## src/rtl/weighted_round_robin_if.sv

```systemverilog
// Arbiter bundle: queue status, weights and enable in; served-queue selector and pop strobe out.
interface weighted_round_robin_if #(
  parameter int QUEUE_QUANTITY = 4,
  parameter int SEL_BITS       = 2,
  parameter int WEIGHT_BITS    = 3
);
  logic                                  enb;
  logic [QUEUE_QUANTITY-1:0]             buf_empty;
  logic                                  dest_full;
  logic [QUEUE_QUANTITY*WEIGHT_BITS-1:0] weights;
  logic [SEL_BITS-1:0]                   selector;
  logic                                  out_enb;

  modport master (
    output enb, buf_empty, dest_full, weights,
    input  selector, out_enb
  );

  modport slave (
    input  enb, buf_empty, dest_full, weights,
    output selector, out_enb
  );
endinterface

```

## src/rtl/weighted_round_robin.sv

```systemverilog
// Weighted round-robin arbiter over QUEUE_QUANTITY FWFT queues toward one consumer.
// Define WRR_PRIO0_EN to give queue 0 strict, preempting priority over the weighted rotation.
module weighted_round_robin #(
  parameter int QUEUE_QUANTITY = 4,
  parameter int SEL_BITS       = 2,
  parameter int WEIGHT_BITS    = 3
) (
  input  logic                   clk,
  input  logic                   rst,
  weighted_round_robin_if.slave  bus
);

  logic [SEL_BITS-1:0]       ptr_reg, ptr_next;
  logic [WEIGHT_BITS-1:0]    cnt_reg, cnt_next;
  logic [WEIGHT_BITS-1:0]    weight_arr [QUEUE_QUANTITY];
  logic [QUEUE_QUANTITY-1:0] elig;
  logic [QUEUE_QUANTITY-1:0] search_mask;
  logic [SEL_BITS-1:0]       next_ptr;
  logic [WEIGHT_BITS-1:0]    cur_weight;
  logic [WEIGHT_BITS:0]      cnt_inc;
  logic                      cur_elig;
  logic                      grant;
  logic                      preempt;
  logic                      burst_done;

  genvar gi;
  generate
    for (gi = 0; gi < QUEUE_QUANTITY; gi++) begin : g_queue
      assign weight_arr[gi] = bus.weights[gi*WEIGHT_BITS +: WEIGHT_BITS];
      assign elig[gi]       = ~bus.buf_empty[gi] & (weight_arr[gi] != '0);
    end
  endgenerate

  // Queues that the rotation may move to; queue 0 leaves the rotation when it preempts.
  always_comb begin
    search_mask = elig;
`ifdef WRR_PRIO0_EN
    search_mask[0] = 1'b0;
`endif
  end

  // Successor search starts at ptr+1 and visits ptr itself last.
  always_comb begin
    logic [SEL_BITS-1:0] idx;
    logic                found;
    next_ptr = ptr_reg;
    found    = 1'b0;
    idx      = '0;
    for (int k = 1; k <= QUEUE_QUANTITY; k++) begin
      idx = SEL_BITS'((int'(ptr_reg) + k) % QUEUE_QUANTITY);
      if (!found && search_mask[idx]) begin
        next_ptr = idx;
        found    = 1'b1;
      end
    end
  end

  assign cur_elig   = elig[ptr_reg];
  assign cur_weight = weight_arr[ptr_reg];
  // One bit wider than cnt so the last count of a full-weight burst cannot wrap.
  assign cnt_inc    = {1'b0, cnt_reg} + (WEIGHT_BITS+1)'(1);
  assign burst_done = (cnt_inc >= {1'b0, cur_weight});

`ifdef WRR_PRIO0_EN
  assign preempt = bus.enb & ~rst & ~bus.dest_full & elig[0];
`else
  assign preempt = 1'b0;
`endif

  assign grant = bus.enb & ~rst & ~bus.dest_full & cur_elig & ~preempt;

  // Output process: pop strobe is zero-latency from the current inputs.
  always_comb begin
    bus.out_enb = grant | preempt;
`ifdef WRR_PRIO0_EN
    bus.selector = preempt ? '0 : ptr_reg;
`else
    bus.selector = ptr_reg;
`endif
  end

  // Next-state process, rules checked in priority order.
  always_comb begin
    ptr_next = ptr_reg;
    cnt_next = cnt_reg;
    if (!bus.enb || preempt) begin
      ptr_next = ptr_reg;
      cnt_next = cnt_reg;
    end else if (grant) begin
      if (burst_done) begin
        ptr_next = next_ptr;
        cnt_next = '0;
      end else begin
        cnt_next = cnt_inc[WEIGHT_BITS-1:0];
      end
    end else if (bus.dest_full && cur_elig) begin
      // Stalled by the consumer: keep the burst position for when it drains.
      ptr_next = ptr_reg;
      cnt_next = cnt_reg;
    end else begin
      ptr_next = next_ptr;
      cnt_next = '0;
    end
  end

  always_ff @(posedge clk or posedge rst) begin
    if (rst) begin
      ptr_reg <= '0;
      cnt_reg <= '0;
    end else begin
      ptr_reg <= ptr_next;
      cnt_reg <= cnt_next;
    end
  end

endmodule
```

## src/flat_wrapper.sv

```systemverilog
// flat-port wrapper written by rule: the top's interface ports become plain ports
module weighted_round_robin_flat 
#(
  parameter int QUEUE_QUANTITY = 4,
  parameter int SEL_BITS       = 2,
  parameter int WEIGHT_BITS    = 3
)
  (clk, rst, bus_enb, bus_buf_empty, bus_dest_full, bus_weights, bus_selector, bus_out_enb);
  weighted_round_robin_if #(.QUEUE_QUANTITY(QUEUE_QUANTITY), .SEL_BITS(SEL_BITS), .WEIGHT_BITS(WEIGHT_BITS)) bus_i ();
  input  logic clk;
  input  logic rst;
  input wire logic [$bits(bus_i.enb)-1:0] bus_enb;
  input wire logic [$bits(bus_i.buf_empty)-1:0] bus_buf_empty;
  input wire logic [$bits(bus_i.dest_full)-1:0] bus_dest_full;
  input wire logic [$bits(bus_i.weights)-1:0] bus_weights;
  output wire logic [$bits(bus_i.selector)-1:0] bus_selector;
  output wire logic [$bits(bus_i.out_enb)-1:0] bus_out_enb;
  assign bus_i.enb = bus_enb;
  assign bus_i.buf_empty = bus_buf_empty;
  assign bus_i.dest_full = bus_dest_full;
  assign bus_i.weights = bus_weights;
  assign bus_selector = bus_i.selector;
  assign bus_out_enb = bus_i.out_enb;
  weighted_round_robin #(.QUEUE_QUANTITY(QUEUE_QUANTITY), .SEL_BITS(SEL_BITS), .WEIGHT_BITS(WEIGHT_BITS)) u_core (.clk(clk), .rst(rst), .bus(bus_i));
endmodule
```

## config.mk

```make
export PLATFORM = sky130hd
export DESIGN_NAME = weighted_round_robin_flat
export DESIGN_NICKNAME = d
export VERILOG_FILES = /design/src/rtl/weighted_round_robin_if.sv /design/src/rtl/weighted_round_robin.sv /design/src/flat_wrapper.sv
export SDC_FILE = /design/constraint.sdc
export NUM_CORES = 1
export LEC_CHECK = 0
export CAP_MARGIN = 15
export CORE_UTILIZATION = 39
export CTS_CLUSTER_DIAMETER = 150
export CTS_CLUSTER_SIZE = 40
export DETAILED_ROUTE_END_ITERATION = 6
export PLACE_DENSITY = 0.74
export SYNTH_ARGS = -nofsm -noshare
export SYNTH_HDL_FRONTEND = slang
export SYNTH_SLANG_ARGS = --single-unit
```

## constraint.sdc

```tcl
create_clock -name clk -period 2.4 [get_ports clk]
set_input_delay 0.48 -clock clk [delete_from_list [all_inputs] [get_ports clk]]
set_output_delay 0.48 -clock clk [all_outputs]
set_load 0.02 [all_outputs]
```

==> results of run 1 <==
-- power by group through the flow --
stage / sequential, mW / clock (mW) / combinational [mW]
2_1_floorplan: 0.156 / 0 / 0.308
3_3_place_gp: 0.168 / 0 / 0.463
3_5_place_dp: 0.165 / 0 / 0.477
4_1_cts: 0.171 / 0.103 / 0.491
5_1_grt: 0.179 / 0.106 / 0.548
6_report: 0.170 / 0.0992 / 0.508
-- layout make-up --
cell class	count	area (um2)	area share
inverter	6	22.52	0.02219
timing repair buffer	33	312.8	0.3083
tap	16	20.02	0.01973
sequential	5	126.4	0.1245
multi-input combinational	54	506.7	0.4994
clock buffer	4	26.28	0.02589
-- cells in the final DEF (no fill, tap or decap), types with 2 or more instances in the layout --
cell type,Yosys,layout
buf_4,1,11
clkbuf_4,1,3
clkdlybuf4s50_1,0,10
dfrtp_1,5,4
dlygate4sd2_1,0,5
dlymetal6s2s_1,0,6
ha_1,4,4
inv_1,6,6
mux4_2,0,3
nand2_1,5,5
nand2b_1,2,2
nor2_1,4,4
nor3_1,3,3
nor3_4,1,3
nor4_2,1,2
o21ai_0,6,4
o21ai_1,2,4
-- worst max-delay path, cell delays in order --
cell	delay (ns)
clkdlybuf4s50_1	0.46
mux4_2	0.49
inv_1	0.06
ha_1	0.22
o21ai_1	0.08
o21ai_1	0.08
o21a_1	0.19
o21ai_2	0.20
a2111oi_4	0.05
xor2_1	0.16
-- cell families (layout without fill, tap and decap cells) --
family	after synthesis	after routing	synth area share
multiplexers	4	4	0.1379
buffers and inverters	8	43	0.05826
flip-flops	5	5	0.1942
adder cells (fa/ha/maj)	4	4	0.07767
AND/OR/NAND/NOR	26	26	0.3126
AO/OA/AOI/OAI	19	19	0.2058
XOR/XNOR	1	1	0.01359
-- per-stage QoR --
step	hold WS (ns)	total power [mW]
finish	0.5182	0.7780
global route	0.5521	0.8325
CTS	0.5163	0.7646
detailed placement	0.5068	0.6422
global placement	0.5098	0.6308
floorplan	0.2669	0.4644
-- metal layers --
metal | share of wire | vias up | track usage | routed length (um)
met5 | 0 | - | 0 | 0
li1 | - | 323 | - | -
met1 | 0.45 | 311 | 0.2599 | 742
met4 | 0 | 0 | 0.09375 | 0
met3 | 0.034 | 0 | 0.02586 | 56
met2 | 0.52 | 18 | 0.3303 | 859
-- final timing paths --
check	startpoint	end	slack, ns	depth (start not counted)
worst max-delay path	bus_weights[11]	u_core.bus.selector[0]	0.05	10
worst min-delay path	u_core.cnt_reg[1]	u_core.cnt_reg[1]	0.52	2
max in group asynchronous	rst	u_core.bus.selector[1]	1.72	3
worst min register to register	u_core.cnt_reg[1]	u_core.cnt_reg[1]	0.52	2
min in group asynchronous	rst	u_core.bus.selector[0]	0.57	3
worst max register to register	u_core.bus.selector[1]	u_core.bus.selector[0]	0.16	8
-- what timing repair did --
| action | in CTS | in global routing |
|---|---|---|
| buffers inserted | 0 | 0 |
| hold buffers | 0 | 0 |
| pin swaps | 1 | 3 |
| gates resized for setup | 14 | 10 |
| setup endpoints to repair | 4 | 4 |
| gates cloned | 0 | 0 |
==> run_results.csv, run 1 <==
group,metric,value,unit
global_route,grt_max_degree,10,
worst_setup_path,critical_path.startpoint_type,"primary input",
final_layout,fin_util,0.6658,
power,p_per_area,766.7,nW/um2
yosys,synth_fp_nets,91,
clock_network,path_clk_slew,0.05,ns
yosys,yosys.cell_types.count,35,
route,antenna_left,0,
power,p_int,0.4504,mW
clock_network,cts-root-buf,"clkbuf_4",
final_layout,final_area,1015,um2
power,switchingPower,0.3275,mW
global_route,grt_usage,0.2019,
placed_design,dp_slack,-0.3507,ns
route,wl_per_cell,14.05,um
route,drc_errors,0,
worst_setup_path,crit_arrival,2.46,ns
clock_network,htree_levels,1,
floorplanning,pin_count,23,
power,power.share.clock,0.128,
power,comb_power_share,0.653,
power,switching_share,0.4210,
power,p_leak,0.4892,nW
route,num_vias,652,
yosys,ys.flop_type,"dfrtp_1",
global_route,grt-ovfl-total,0,
yosys,async_flop_share,1.000,
yosys,synthTopCellsByArea,"dfrtp_1 19%, mux4_1 12%, ha_1 7.8%, nor3_2 4.7%, o21ai_0 4.7%",
timing,finalHoldViolCount,0,
route,first_pass_iters,4,
global_route,grt_pass1_vias,654,
final_layout,area_growth,57.48,%
yosys,yosys-top-cells-count,"6 x inv_1, 6 x o21ai_0, 5 x dfrtp_1, 5 x nand2_1",
timing,max_slew_margin,0.7250,
yosys,synth_area,644.4,um2
floorplanning,fp.dieH,42.65,um
yosys,syn_avg_cell_area,9.617,um2
timing,skew,0.003151,ns
placed_design,io_buffers,22,
status,status,"finished clean",
final_layout,final_layout_size_suffix_gt1_frac,0.3137,
placed_design,hpwl,1345,um
timing,setup_slack,0.04829,ns
route,drt-vias-per-instance,5.525,
global_route,grt_pass1_wl,2773,um
power,power_frac_seq,0.219,
yosys,syn_inst,67,
worst_setup_path,cp.required,2.51,ns
timing,finalMaxSlewViolations,0,
placed_design,placed_cells,114,
timing,fmax,425.2,MHz
power,max-vdd-ir-drop,0.0005498,V
clock_network,numCtsBuffers,3,
placed_design,dpl_cell_area,953.4,um2
yosys,synth_top_area_cell,"dfrtp_1",
clock_network,clk_latency,0.24,ns
final_layout,largest_reg_flops,3,
timing,worstMarginPinSlew,0.4124,ns
final_layout,diodes,0,
worst_setup_path,cp-end-kind,"flop",
timing,final-setup-viol-count,0,
flow_run,drv_cap,0,
worst_setup_path,crit_type,"primary input to flop",
floorplanning,die_w,42.65,um
route,drt_wl_total,1658,um
route,drt_iter0_drc,13,
timing,period_needed,2.352,ns
clock_network,tritoncts,"built",
final_layout,layout.cells.non_filler,118,
timing,finalCritPeriodShare,0.9799,
final_layout,num-fill-cells,133,
hold_path,hold_path_class,"flop to flop",
global_route,grt_antenna_before_repair,0,
yosys,synth_top_area_share,0.1942,
timing,setup_tns,0,ns
clock_network,clock_sinks,5,
yosys,synth_warnings,0,
yosys,synth_edf_count,0,
floorplanning,coreArea,1524,um2
yosys,synth-seq-area-share,0.1942,
floorplanning,initial_core_util,0.4228,
placed_design,gp_congestion,0.7853,
floorplanning,die_area,1819,um2
floorplanning,rows,14,
worst_setup_path,crit_path_max_fanout,3,
final_layout,finalNetCount,127,
yosys,ys_ff_latch,5,
clock_network,clock_path_buffers,2,
(Power assumes the default switching activity.)
==> run 2: changes to the inputs <==
CELL_PAD_IN_SITES_DETAIL_PLACEMENT = 0   (was unset)
CELL_PAD_IN_SITES_GLOBAL_PLACEMENT = 1   (was unset)
CORE_UTILIZATION = 29   (was 39)
GPL_ROUTABILITY_DRIVEN = 1   (was unset)
PLACE_DENSITY = unset   (was 0.74)
PLACE_DENSITY_LB_ADDON = 0.1   (was unset)
==> run 2 against run 1 <==
Clock power is 3.5% lower. Via count is 1.5% higher. Critical endpoint unchanged. Clock skew is 0.0030 ns lower. Fmax is 0.93% higher. Non-clock buffer count is 2 higher. Cell count is 11% higher. Worst hold slack hardly changed. Register-to-register slack hardly changed. First-iteration DRC count is 69% higher. Global-route usage is 4.5 points lower. Total power is 4.8% higher.
==> run_results.csv, run 2 (same netlist as run 1, synthesis figures left out) <==
group,metric,value,unit
worst_setup_path,r2r_slack,0.16,ns
power,power_frac_seq,0.203,
floorplanning,die_area,2414,um2
worst_setup_path,r2r-start,"u_core.bus.selector[1]",
timing,setup_tns,0,ns
placed_design,hpwl,1405,um
clock_network,htree_levels,1,
clock_network,clk_latency,0.24,ns
floorplanning,fp.dieH,49.14,um
timing,rsz0062_at_grt,"no",
final_layout,largest_reg_flops,3,
timing,period_needed,2.330,ns
status,status,"finished clean",
global_route,grt_usage,0.1570,
power,switching_share,0.4190,
route,drt_iter0_drc,22,
floorplanning,initial_core_util,0.3187,
final_layout,multiInputGateArea,525.5,um2
timing,setup_slack,0.06998,ns
final_layout,fin_util,0.5179,
power,p_int,0.4737,mW
floorplanning,coreArea,2022,um2
power,p_per_area,778.6,nW/um2
global_route,grt_pass1_wl,2904,um
floorplanning,pin_count,23,
global_route,grt_pass1_vias,664,
placed_design,dp_slack,-0.3817,ns
placed_design,gp_congestion,0.7643,
worst_setup_path,critical_path.startpoint_type,"primary input",
final_layout,final_cell_mix,"13 x buf_4, 12 x clkdlybuf4s50_1, 6 x inv_1, 6 x dlygate4sd2_1, 5 x nand2_1",
worst_setup_path,cp-end-kind,"flop",
clock_network,numCtsBuffers,3,
hold_path,hold_path_class,"flop to flop",
route,num_vias,662,
placed_design,io_buffers,22,
final_layout,diodes,0,
power,power,0.8154,mW
worst_setup_path,reg2reg_to,"u_core.bus.selector[0]",
timing,timing.hold.ws,0.5179,ns
route,antenna_left,0,
final_layout,mostFrequentLayoutCell,"buf_4",
worst_setup_path,crit_path_max_fanout,3,
worst_setup_path,cp.required,2.51,ns
worst_setup_path,crit_arrival,2.44,ns
global_route,grt_max_degree,9,
hold_path,whs_path_depth,2,
clock_network,clock_path_buffers,2,
clock_network,cts-root-buf,"clkbuf_4",
floorplanning,die_w,49.14,um
final_layout,area_growth,62.52,%
clock_network,tritoncts,"built",
final_layout,finalNetCount,129,
route,first_pass_iters,4,
worst_setup_path,crit_type,"primary input to flop",
timing,fmax,429.2,MHz
global_route,grt-ovfl-total,0,
power,comb_power_share,0.680,
power,power.share.clock,0.117,
timing,final-setup-viol-count,0,
hold_path,hold_start,"u_core.cnt_reg[1]",
worst_setup_path,r2r_cells,8,
timing,finalHoldViolCount,0,
timing,max_slew_margin,0.7667,
power,switchingPower,0.3417,mW
power,p_leak,0.4766,nW
clock_network,clock_sinks,5,
final_layout,seq_area,126.4,um2
global_route,grt_antenna_before_repair,0,
timing,worstMarginPinSlew,0.3463,ns
route,drc_errors,0,
floorplanning,rows,16,
timing,skew,0.0001165,ns
route,drt-vias-per-instance,5.053,
timing,finalMaxSlewViolations,0,
power,max-vdd-ir-drop,0.0004304,V
clock_network,path_clk_slew,0.04,ns
hold_path,whs_endpoint,"u_core.cnt_reg[1]",
final_layout,final_layout_size_suffix_gt1_frac,0.3654,
flow_run,drv_cap,0,
route,drt_wl_total,1680,um
route,wl_per_cell,12.82,um
final_layout,num-fill-cells,209,
timing,finalCritPeriodShare,0.9708,
## run 2: changes by cell type in the layout (fill, tap and decap cells not counted), moves of 2 or more
cell / change
dlymetal6s2s_1: -3
buf_4: +2
clkdlybuf4s50_1: +2
o21ai_1: -2
## run 2: area by class of cell
type,count,share of cell area
Clock buffer,4,0.02509
Inverter,6,0.02151
Multi-Input combinational cell,54,0.5018
Sequential cell,5,0.1207
Tap cell,27,0.03226
Timing Repair Buffer,35,0.2987
## run 2: power by group through the flow
stage               Combinational, mW  Sequential [mW]  Clock [mW]
floorplan                       0.308            0.156           0
global placement                0.476            0.164           0
detailed placement              0.479            0.161           0
CTS                             0.494            0.164       0.102
global route                    0.606            0.174       0.113
finish                          0.554            0.165      0.0957
## run 2: metrics by stage
step / cell area (um2) / instances
after floorplan: 645.6 / 67
after global placement: 974.7 / 126
after detailed placement: 974.7 / 126
after CTS: 996.0 / 130
after global routing: 1047 / 131
final: 1047 / 131
## run 2: layer usage
metal | vias to the layer above | global-route usage | part of all wire
met5 | - | 0 | 0
met4 | 0 | 0.02941 | 0
met3 | 0 | 0.05919 | 0.028
met2 | 11 | 0.2534 | 0.51
met1 | 323 | 0.1985 | 0.46
li1 | 328 | - | -
## run 2: timing repair
item                       4_1_cts  5_1_grt
resized for setup               13       13
setup endpoints to repair        4        4
hold buffers                     0        0
buffers inserted                 0        1
pin swaps                        2        5
## run 2: how the worst max path moves through the flow
| stage | start | end | slack, ns | cells past startpoint |
|---|---|---|---|---|
| 6_report | bus_weights[2] | u_core.bus.selector[0] | 0.07 | 10 |
| 5_1_grt | bus_weights[2] | u_core.bus.selector[0] | 0.003 | 10 |
| 4_1_cts | bus_weights[2] | u_core.bus.selector[0] | -0.003 | 10 |
| 3_5_place_dp | bus_weights[0] | u_core.bus.selector[0] | -0.38 | 9 |
| 3_3_place_gp | bus_weights[0] | u_core.bus.selector[0] | -0.33 | 9 |
| 2_1_floorplan | u_core.bus.selector[1] | u_core.bus.selector[0] | 0.02 | 9 |
## run 2: critical path, cell delays in order
cell and delay (ns):
clkdlybuf4s50_1 0.46, mux4_2 0.47, inv_1 0.07, ha_1 0.23, o21ai_2 0.07, o21ai_2 0.07, o21a_1 0.20, o21ai_4 0.19
a2111oi_4 0.05, xor2_1 0.16
